File: src/rtl/tmds_channel_decoder.sv
// TMDS lane receive stage: hunts for control tokens to align deserialized words (bitslip), then decodes pixel/control.
// Define TMDS_SLIP_STATS_EN to add the slip_count and lock_lost status outputs.
//
// state    | meaning
// ---------+---------------------------------------------------------------
// S_SEARCH | looking for CTRL_RUN consecutive tokens; slip after SEARCH_LEN
// S_SLIP   | bitslip issued, waiting SLIP_WAIT clk cycles for the deserializer
// S_LOCKED | aligned, decoding; drops lock after LOSS_LEN words without a token
module tmds_channel_decoder #(
    parameter int SEARCH_LEN = 1024,
    parameter int SLIP_WAIT  = 8,
    parameter int CTRL_RUN   = 8,
    parameter int LOSS_LEN   = 65536
) (
    input  logic        clk,
    input  logic        rst,
    input  logic [9:0]  in_data,
    input  logic        in_valid,
    output logic        bitslip,
    output logic        locked,
    output logic [7:0]  out_data,
    output logic [1:0]  out_ctrl,
    output logic        out_de,
    output logic        out_valid
`ifdef TMDS_SLIP_STATS_EN
    ,
    output logic [15:0] slip_count,
    output logic        lock_lost
`endif
);

    localparam int GAP_MAX = (SEARCH_LEN > LOSS_LEN) ? SEARCH_LEN : LOSS_LEN;
    localparam int GW      = $clog2(GAP_MAX + 1);
    localparam int RW      = $clog2(CTRL_RUN + 1);
    localparam int WW      = $clog2(SLIP_WAIT + 1);

    localparam logic [1:0] S_SEARCH = 2'd0;
    localparam logic [1:0] S_SLIP   = 2'd1;
    localparam logic [1:0] S_LOCKED = 2'd2;

    localparam logic [GW-1:0] C_SEARCH = GW'(SEARCH_LEN);
    localparam logic [GW-1:0] C_LOSS   = GW'(LOSS_LEN);
    localparam logic [RW-1:0] C_RUN    = RW'(CTRL_RUN);
    localparam logic [WW-1:0] C_WAIT   = WW'(SLIP_WAIT - 1);

    logic [1:0]    r_state;
    logic [RW-1:0] r_run_cnt;
    logic [GW-1:0] r_gap_cnt;
    logic [WW-1:0] r_wait_cnt;
    logic          r_bitslip;
    logic [7:0]    r_out_data;
    logic [1:0]    r_out_ctrl;
    logic          r_out_de;
    logic          r_out_valid;

    logic          w_is_token;
    logic [1:0]    w_tok_code;
    logic [7:0]    w_d;
    logic [7:0]    w_pix;
    logic [RW-1:0] w_run_inc;
    logic [GW-1:0] w_gap_inc;
    logic          w_lock_now;
    logic          w_slip_now;
    logic          w_loss_now;
    logic          w_dec_en;

    always_comb begin
        w_is_token = 1'b1;
        w_tok_code = 2'b00;
        case (in_data)
            10'h354: w_tok_code = 2'b00;
            10'h0AB: w_tok_code = 2'b01;
            10'h154: w_tok_code = 2'b10;
            10'h2AB: w_tok_code = 2'b11;
            default: w_is_token = 1'b0;
        endcase
    end

    // Undo the optional inversion, then the XOR/XNOR transition chain.
    assign w_d   = in_data[9] ? ~in_data[7:0] : in_data[7:0];
    assign w_pix = {(in_data[8] ? (w_d[7:1] ^ w_d[6:0]) : ~(w_d[7:1] ^ w_d[6:0])), w_d[0]};

    assign w_run_inc  = r_run_cnt + 1'b1;
    assign w_gap_inc  = r_gap_cnt + 1'b1;
    assign w_lock_now = (r_state == S_SEARCH) && in_valid && w_is_token && (w_run_inc == C_RUN);
    assign w_slip_now = (r_state == S_SEARCH) && in_valid && !w_is_token && (w_gap_inc == C_SEARCH);
    assign w_loss_now = (r_state == S_LOCKED) && in_valid && !w_is_token && (w_gap_inc == C_LOSS);
    // The token that completes lock is already decoded.
    assign w_dec_en   = in_valid && ((r_state == S_LOCKED) || w_lock_now);

    always_ff @(posedge clk or posedge rst) begin
        if (rst) begin
            r_state    <= S_SEARCH;
            r_run_cnt  <= '0;
            r_gap_cnt  <= '0;
            r_wait_cnt <= '0;
            r_bitslip  <= 1'b0;
        end else begin
            r_bitslip <= 1'b0;
            case (r_state)
                S_SEARCH: begin
                    if (in_valid) begin
                        if (w_is_token) begin
                            r_gap_cnt <= '0;
                            if (w_lock_now) begin
                                r_run_cnt <= '0;
                                r_state   <= S_LOCKED;
                            end else begin
                                r_run_cnt <= w_run_inc;
                            end
                        end else begin
                            r_run_cnt <= '0;
                            if (w_slip_now) begin
                                r_gap_cnt  <= '0;
                                r_bitslip  <= 1'b1;
                                r_wait_cnt <= C_WAIT;
                                r_state    <= S_SLIP;
                            end else begin
                                r_gap_cnt <= w_gap_inc;
                            end
                        end
                    end
                end
                S_SLIP: begin
                    if (r_wait_cnt == '0) begin
                        r_run_cnt <= '0;
                        r_gap_cnt <= '0;
                        r_state   <= S_SEARCH;
                    end else begin
                        r_wait_cnt <= r_wait_cnt - 1'b1;
                    end
                end
                S_LOCKED: begin
                    if (in_valid) begin
                        if (w_is_token) begin
                            r_gap_cnt <= '0;
                        end else if (w_loss_now) begin
                            r_gap_cnt <= '0;
                            r_run_cnt <= '0;
                            r_state   <= S_SEARCH;
                        end else begin
                            r_gap_cnt <= w_gap_inc;
                        end
                    end
                end
                default: begin
                    r_run_cnt <= '0;
                    r_gap_cnt <= '0;
                    r_state   <= S_SEARCH;
                end
            endcase
        end
    end

    always_ff @(posedge clk or posedge rst) begin
        if (rst) begin
            r_out_valid <= 1'b0;
            r_out_de    <= 1'b0;
            r_out_ctrl  <= 2'b00;
            r_out_data  <= 8'h00;
        end else begin
            r_out_valid <= w_dec_en;
            if (w_dec_en) begin
                if (w_is_token) begin
                    r_out_de   <= 1'b0;
                    r_out_ctrl <= w_tok_code;
                    r_out_data <= 8'h00;
                end else begin
                    r_out_de   <= 1'b1;
                    r_out_data <= w_pix;
                end
            end
        end
    end

`ifdef TMDS_SLIP_STATS_EN
    logic [15:0] r_slip_count;
    logic        r_lock_lost;

    always_ff @(posedge clk or posedge rst) begin
        if (rst) begin
            r_slip_count <= 16'h0000;
            r_lock_lost  <= 1'b0;
        end else begin
            if (w_slip_now && (r_slip_count != 16'hFFFF)) begin
                r_slip_count <= r_slip_count + 16'h0001;
            end
            if (w_loss_now) begin
                r_lock_lost <= 1'b1;
            end
        end
    end

    assign slip_count = r_slip_count;
    assign lock_lost  = r_lock_lost;
`endif

    assign bitslip   = r_bitslip;
    assign locked    = (r_state == S_LOCKED);
    assign out_data  = r_out_data;
    assign out_ctrl  = r_out_ctrl;
    assign out_de    = r_out_de;
    assign out_valid = r_out_valid;

endmodule
File: config.mk
export PLATFORM = sky130hd
export DESIGN_NAME = tmds_channel_decoder
export DESIGN_NICKNAME = d
export VERILOG_FILES = /design/src/rtl/tmds_channel_decoder.sv
export SDC_FILE = /design/constraint.sdc
export NUM_CORES = 1
export LEC_CHECK = 0
export CELL_PAD_IN_SITES_DETAIL_PLACEMENT = 0
export CELL_PAD_IN_SITES_GLOBAL_PLACEMENT = 1
export CORE_UTILIZATION = 38
export DETAILED_ROUTE_END_ITERATION = 12
export GPL_TIMING_DRIVEN = 0
export PLACE_DENSITY = 0.74
export REMOVE_ABC_BUFFERS = 1
export SLEW_MARGIN = 15
export SYNTH_ARGS = -nofsm -noshare
export SYNTH_HDL_FRONTEND = slang
export SYNTH_SLANG_ARGS = --single-unit
File: constraint.sdc
create_clock -name clk -period 2.6 [get_ports clk]
set_clock_uncertainty 0.1 [all_clocks]
set_input_delay 0.52 -clock clk [delete_from_list [all_inputs] [get_ports clk]]
set_output_delay 0.52 -clock clk [all_outputs]
set_load 0.02 [all_outputs]
### Word level (Yosys, flattened, before mapping)

Cells that the tools add are included.

| cells by class | value |
|---|---|
| $add $sub $neg | 3 |
| multiply operators | 0 |
| divide/modulo/power cells | 0 |
| magnitude comparators | 0 |
| equal/unequal tests | 19 |
| shift-type cells | 0 |
| muxes and demuxes | 40 |
| bitwise gates (word level) | 3 |
| reduce and logical (&&, ||, !) cells | 20 |

Operator list:

| kind | count |
|---|---|
| 17-bit 2-to-1 mux | 7 |
| 17-bit one-hot mux with 3 select lines | 1 |
| 4-bit 2-to-1 mux | 11 |
| 10-bit == test, second input constant | 2 |
| 17-bit by 1-bit adder with 17-bit output, second input constant | 1 |
| 17-bit by 11-bit == test with 1-bit output, second input constant | 1 |
| 17-bit == test, second input constant | 1 |
| 2-bit 2-to-1 mux | 8 |
| 8-bit 2-to-1 mux | 2 |
| 2-bit != test, second input constant | 7 |
| 2-bit one-hot mux with 3 select lines | 2 |
| 4-bit one-hot mux with 3 select lines | 1 |
| 10-bit by 8-bit == test with 1-bit output, second input constant | 1 |
| 10-bit by 9-bit == test with 1-bit output, second input constant | 1 |
| 5-bit AND reduction | 2 |
| 1-bit logical AND | 9 |
| 8-bit inverter | 1 |
| 4-bit one-hot mux with 2 select lines | 1 |
| 7-bit 2-to-1 mux | 1 |
| 7-bit inverter | 1 |
| 7-bit AND reduction | 1 |
| 7-bit bitwise XOR | 1 |
| 1-bit 2-to-1 mux | 6 |
| 3-bit != test, second input constant | 2 |
| other kinds (14) | 14 |

| word-level totals | value |
|---|---|
| flip-flop bits (word level) | 40 |
| bits in latches | 0 |
| RAM bits | 0 |
| bits in read-only memories | 0 |
| logic and storage cells | 94 |
| memories kept | 0 |

### Depth between registers and ports, before layout

| depth | value |
|---|---|
| word-level depth | 10 |
| gate-level depth with buffers | 10 |
| mapped depth without buffers | 9 |

### Worst setup path before layout

OpenSTA, ideal clock, no wires.

| path | value |
|---|---|
| path type | register -> register |
| start | reg r_gap_cnt[0] |
| end | reg r_run_cnt[2] |
| setup time | 0.126 ns |
| arrival | 2.418 ns |
| required time | 2.374 ns |
| setup slack | -0.044 ns |
| cell stages (with the launch flop) | 9 |
| clock period less this slack | 2.644 ns |
| cell sequence | dfrtp_1 ha_1 nand2_1 nor4_1 xnor2_1 nand4_1 or3b_4 o31a_1 a221o_1 |

| between the ends | value |
|---|---|
| longest elaborated chain between the ends | 5 |

RTL lines:

| element | RTL line | text |
|---|---|---|
| from (decl) | 48 | `logic [GW-1:0] r_gap_cnt;` |
| from (signal assigned) | 119 | `r_gap_cnt <= w_gap_inc;` |
| from (signal assigned) | 142 | `r_gap_cnt <= w_gap_inc;` |
| 17-bit by 1-bit adder with 17-bit output | 84 | `assign w_gap_inc = r_gap_cnt + 1'b1;` |
| 17-bit == test | 87 | `assign w_loss_now = (r_state == S_LOCKED) && in_valid && !w_is_token && (w_gap_inc == C_LOSS);` |
| 1-bit logical AND | 87 |  |
| 2-bit by 1-bit != test with 1-bit output (no source line) | n/a |  |
| 5-bit AND reduction (no source line) | n/a |  |
| to (signal assigned) | 109 | `r_run_cnt <= w_run_inc;` |
| to (decl) | 47 | `logic [RW-1:0] r_run_cnt;` |

No other way between the ends.
A chain may end at the register's enable or synchronous reset.

### Worst setup path after layout

| path | value |
|---|---|
| start | reg r_gap_cnt[1] |
| end | reg r_run_cnt[2] |

The elaborated chain is that of the path after synthesis.

==> results.py <==
metrics = {
    "sta": {
        "hold_slack_ps": 382,
        "finalSetupViolations": 4,
        "rsz0062_at_grt": "true",
        "min_period_ps": 2670,
        "worst_pin_slew_ps": 560,
        "slew_violations": 0,
        "final-hold-violation-count": 0,
        "slew_headroom": 0.626,
        "finalCritPeriodShare": 1.03,
        "fin_ws_ps": -73.4,
        "fmax_mhz": 374,
    },
    "setup_path": {
        "critPathRequiredTime_ps": 2680,
        "worst-path-max-fanout": 5,
        "rrSetupSlack_ps": -70,
        "endpoint_kind": "register",
        "critical_path_class": "reg -> reg",
        "reg2reg_depth": 6,
        "r2r_end": "r_run_cnt[2]",
        "cp.arrival_ps": 2750,
        "setup.worst_path.start_class": "register",
        "r2r_start": "r_gap_cnt[1]",
    },
    "logic_synthesis": {
        "yosysSeqAreaShare": 0.397,
        "synth_most_common_cell": "dfrtp_1",
        "syn_inst": 288,
        "ys.flop_type": "dfrtp_1",
        "netlist_area_um2": 2520,
        "yosys.cell_types.count": 45,
        "synthTopCellsByArea": "dfrtp_1 40%, xnor2_1 6.3%, ha_1 6.0%",
        "synth.ff_latch_count": 40,
        "synth-edff-count": 0,
        "synth_common_cells": "40 x dfrtp_1, 35 x nand2_1, 23 x nand3_1, 19 x o21ai_0, 18 x xnor2_1",
        "synth_area_leader_cell": "dfrtp_1",
        "ys_async_sr_fraction": 1.00,
        "yosys_warnings": 0,
        "syn_area_per_cell_um2": 8.75,
        "yosysTopAreaCellShare": 0.397,
    },
    "floorplanning": {
        "die_y_um": 83.4,
        "rows": 29,
        "start_util": 0.395,
        "dieWidth_um": 83.4,
        "core_um2": 6390,
        "die-area_um2": 6960,
        "io_pins": 27,
    },
    "global_route": {
        "grt_max_degree": 28,
        "antenna_found_initial": 0,
        "grt.overflow.total": 0,
        "grt_usage": 0.185,
        "grt_pass1_wl_um": 10400,
        "grt_pass1_vias": 2112,
    },
    "finish": {
        "multi_input_area_um2": 1570,
        "n_fill_cell": 585,
        "drive_gt1_frac": 0.218,
        "fin_nets": 355,
        "area_growth_pct": 33.6,
        "final_area_um2": 3370,
        "finalNonFillerCells": 408,
        "num_antenna_cells": 0,
        "seqCellArea_um2": 1010,
    },
    "min_path": {
        "min-delay-start": "out_data[4]",
        "min_to": "out_data[4]",
        "hold_depth": 2,
        "hp-class": "reg -> reg",
    },
    "detailed_routing": {
        "firstDrtPassIters": 4,
        "routed_wl_um": 6020,
        "vias_per_cell": 5.41,
        "wl_per_cell_um": 14.8,
        "drc": 0,
        "first_iter_violations": 100,
        "vias": 2208,
        "ant_nets": 0,
    },
    "outcome": {
        "violations": "negative setup slack",
        "outcome": "complete, but fails checks",
    },
    "cts": {
        "cts_tree": "built",
        "cts-root-buf": "clkbuf_8",
        "cts_buffers": 5,
        "cts_max_path_buffers": 2,
        "clock_latency_ps": 300,
        "cts.sinks": 40,
        "hold_buffers": 0,
        "path_clk_slew_ps": 80,
        "h-tree-depth": 2,
    },
    "power": {
        "p_per_area_nw_per_um2": 673,
        "p_leak_nw": 1.50,
        "total_power_mw": 2.27,
        "ir_drop_mv": 0.288,
    },
    "place": {
        "dp_hpwl_um": 4100,
        "portBuffers": 26,
        "gp_congestion": 0.773,
        "place_area_um2": 2870,
        "dp.cells": 379,
    },
    "job": {
        "max-cap-violations": 0,
    },
}
==> worst max path at each step <==
stage	start	to	slack [ps]	cells past startpoint
after floorplan	in_data[0]	out_ctrl[1]	-60	9
after global placement	in_data[8]	r_gap_cnt[13]	-1670	7
after detailed placement	in_data[8]	r_gap_cnt[13]	-1660	7
after CTS	r_gap_cnt[1]	r_run_cnt[2]	-9	6
after global routing	r_gap_cnt[8]	r_run_cnt[2]	-180	7
final	r_gap_cnt[1]	r_run_cnt[2]	-70	6
==> state kept, by name, indices dropped and copies added (netlist names) <==
signal / flops
r_state: 2
bitslip: 1
out_ctrl: 2
r_run_cnt: 4
out_valid: 1
out_de: 1
r_gap_cnt: 17
out_data: 8
r_wait_cnt: 4
==> per-layer routing <==
layer,vias to the layer above,GRT usage,share of wire
li1,1100,-,-
met1,1072,0.243,0.46
met2,31,0.317,0.50
met3,5,0.0328,0.031
met4,0,0.0462,0.0098
met5,-,0,0
==> cells in the final DEF (no fill, tap or decap), types with 5 or more instances in the layout <==
master and instances:
dfrtp_2 10, xor2_1 5, clkbuf_8 5, or3_1 9, nand4_1 8, xnor2_1 18, nand2_1 33, ha_1 11
nor2b_1 6, inv_1 14, nand3_1 19, clkdlybuf4s50_1 17, dlygate4sd2_1 8, buf_4 20, o31ai_1 9, nor2_1 15
o21ai_0 17, dfrtp_1 30
==> cells by family after synthesis <==
logic type                 synth area share
AOI/OAI and AO/OA                     0.138
xor gates and xnor gates             0.0799
adders and majority gates            0.0596
buffers and inverters                0.0501
DFF                                   0.397
muxes                               0.00794
and+or+nand+nor                       0.268
==> repair_timing <==
item / 4_1_cts / 5_1_grt
setup endpoints to repair: 36 / 23
setup buffers: 18 / 3
resized for setup: 40 / 13
pin swaps: 12 / 8
endpoints found under the hold margin: 0 / 0
==> worst max-delay path, cell delays in order (launching register included) <==
cell and delay (ps):
dfrtp_2 470, a211o_1 330, a2111oi_2 310, and3_4 240, or3b_4 400, o31a_1 360
a221o_1 340
==> power by group <==
group          internal, mW  leakage, nW  switching (mW)
clock                 0.480       0.0784           0.238
sequential            0.729        0.516           0.183
combinational         0.319        0.906           0.318
==> layout make-up <==
class	count	area share
inverters	17	0.0190
flip-flops and latches	40	0.301
well taps	77	0.0286
clock buffers	5	0.0204
clock inverters	3	0.0268
multi-input cells	216	0.465
repair buffers	50	0.139
==> per-stage QoR <==
| step | setup TNS, ps | setup WS, ps | utilization |
|---|---|---|---|
| floorplan | -105 | -61.0 | - |
| global placement | -39450 | -1670 | 0.441 |
| detailed placement | -29420 | -1660 | 0.449 |
| CTS | -11.3 | -8.77 | 0.513 |
| global route | -1020 | -179 | 0.527 |
| finish | -111 | -73.4 | 0.527 |
No activity file was read; power rests on OpenSTA's default activity.
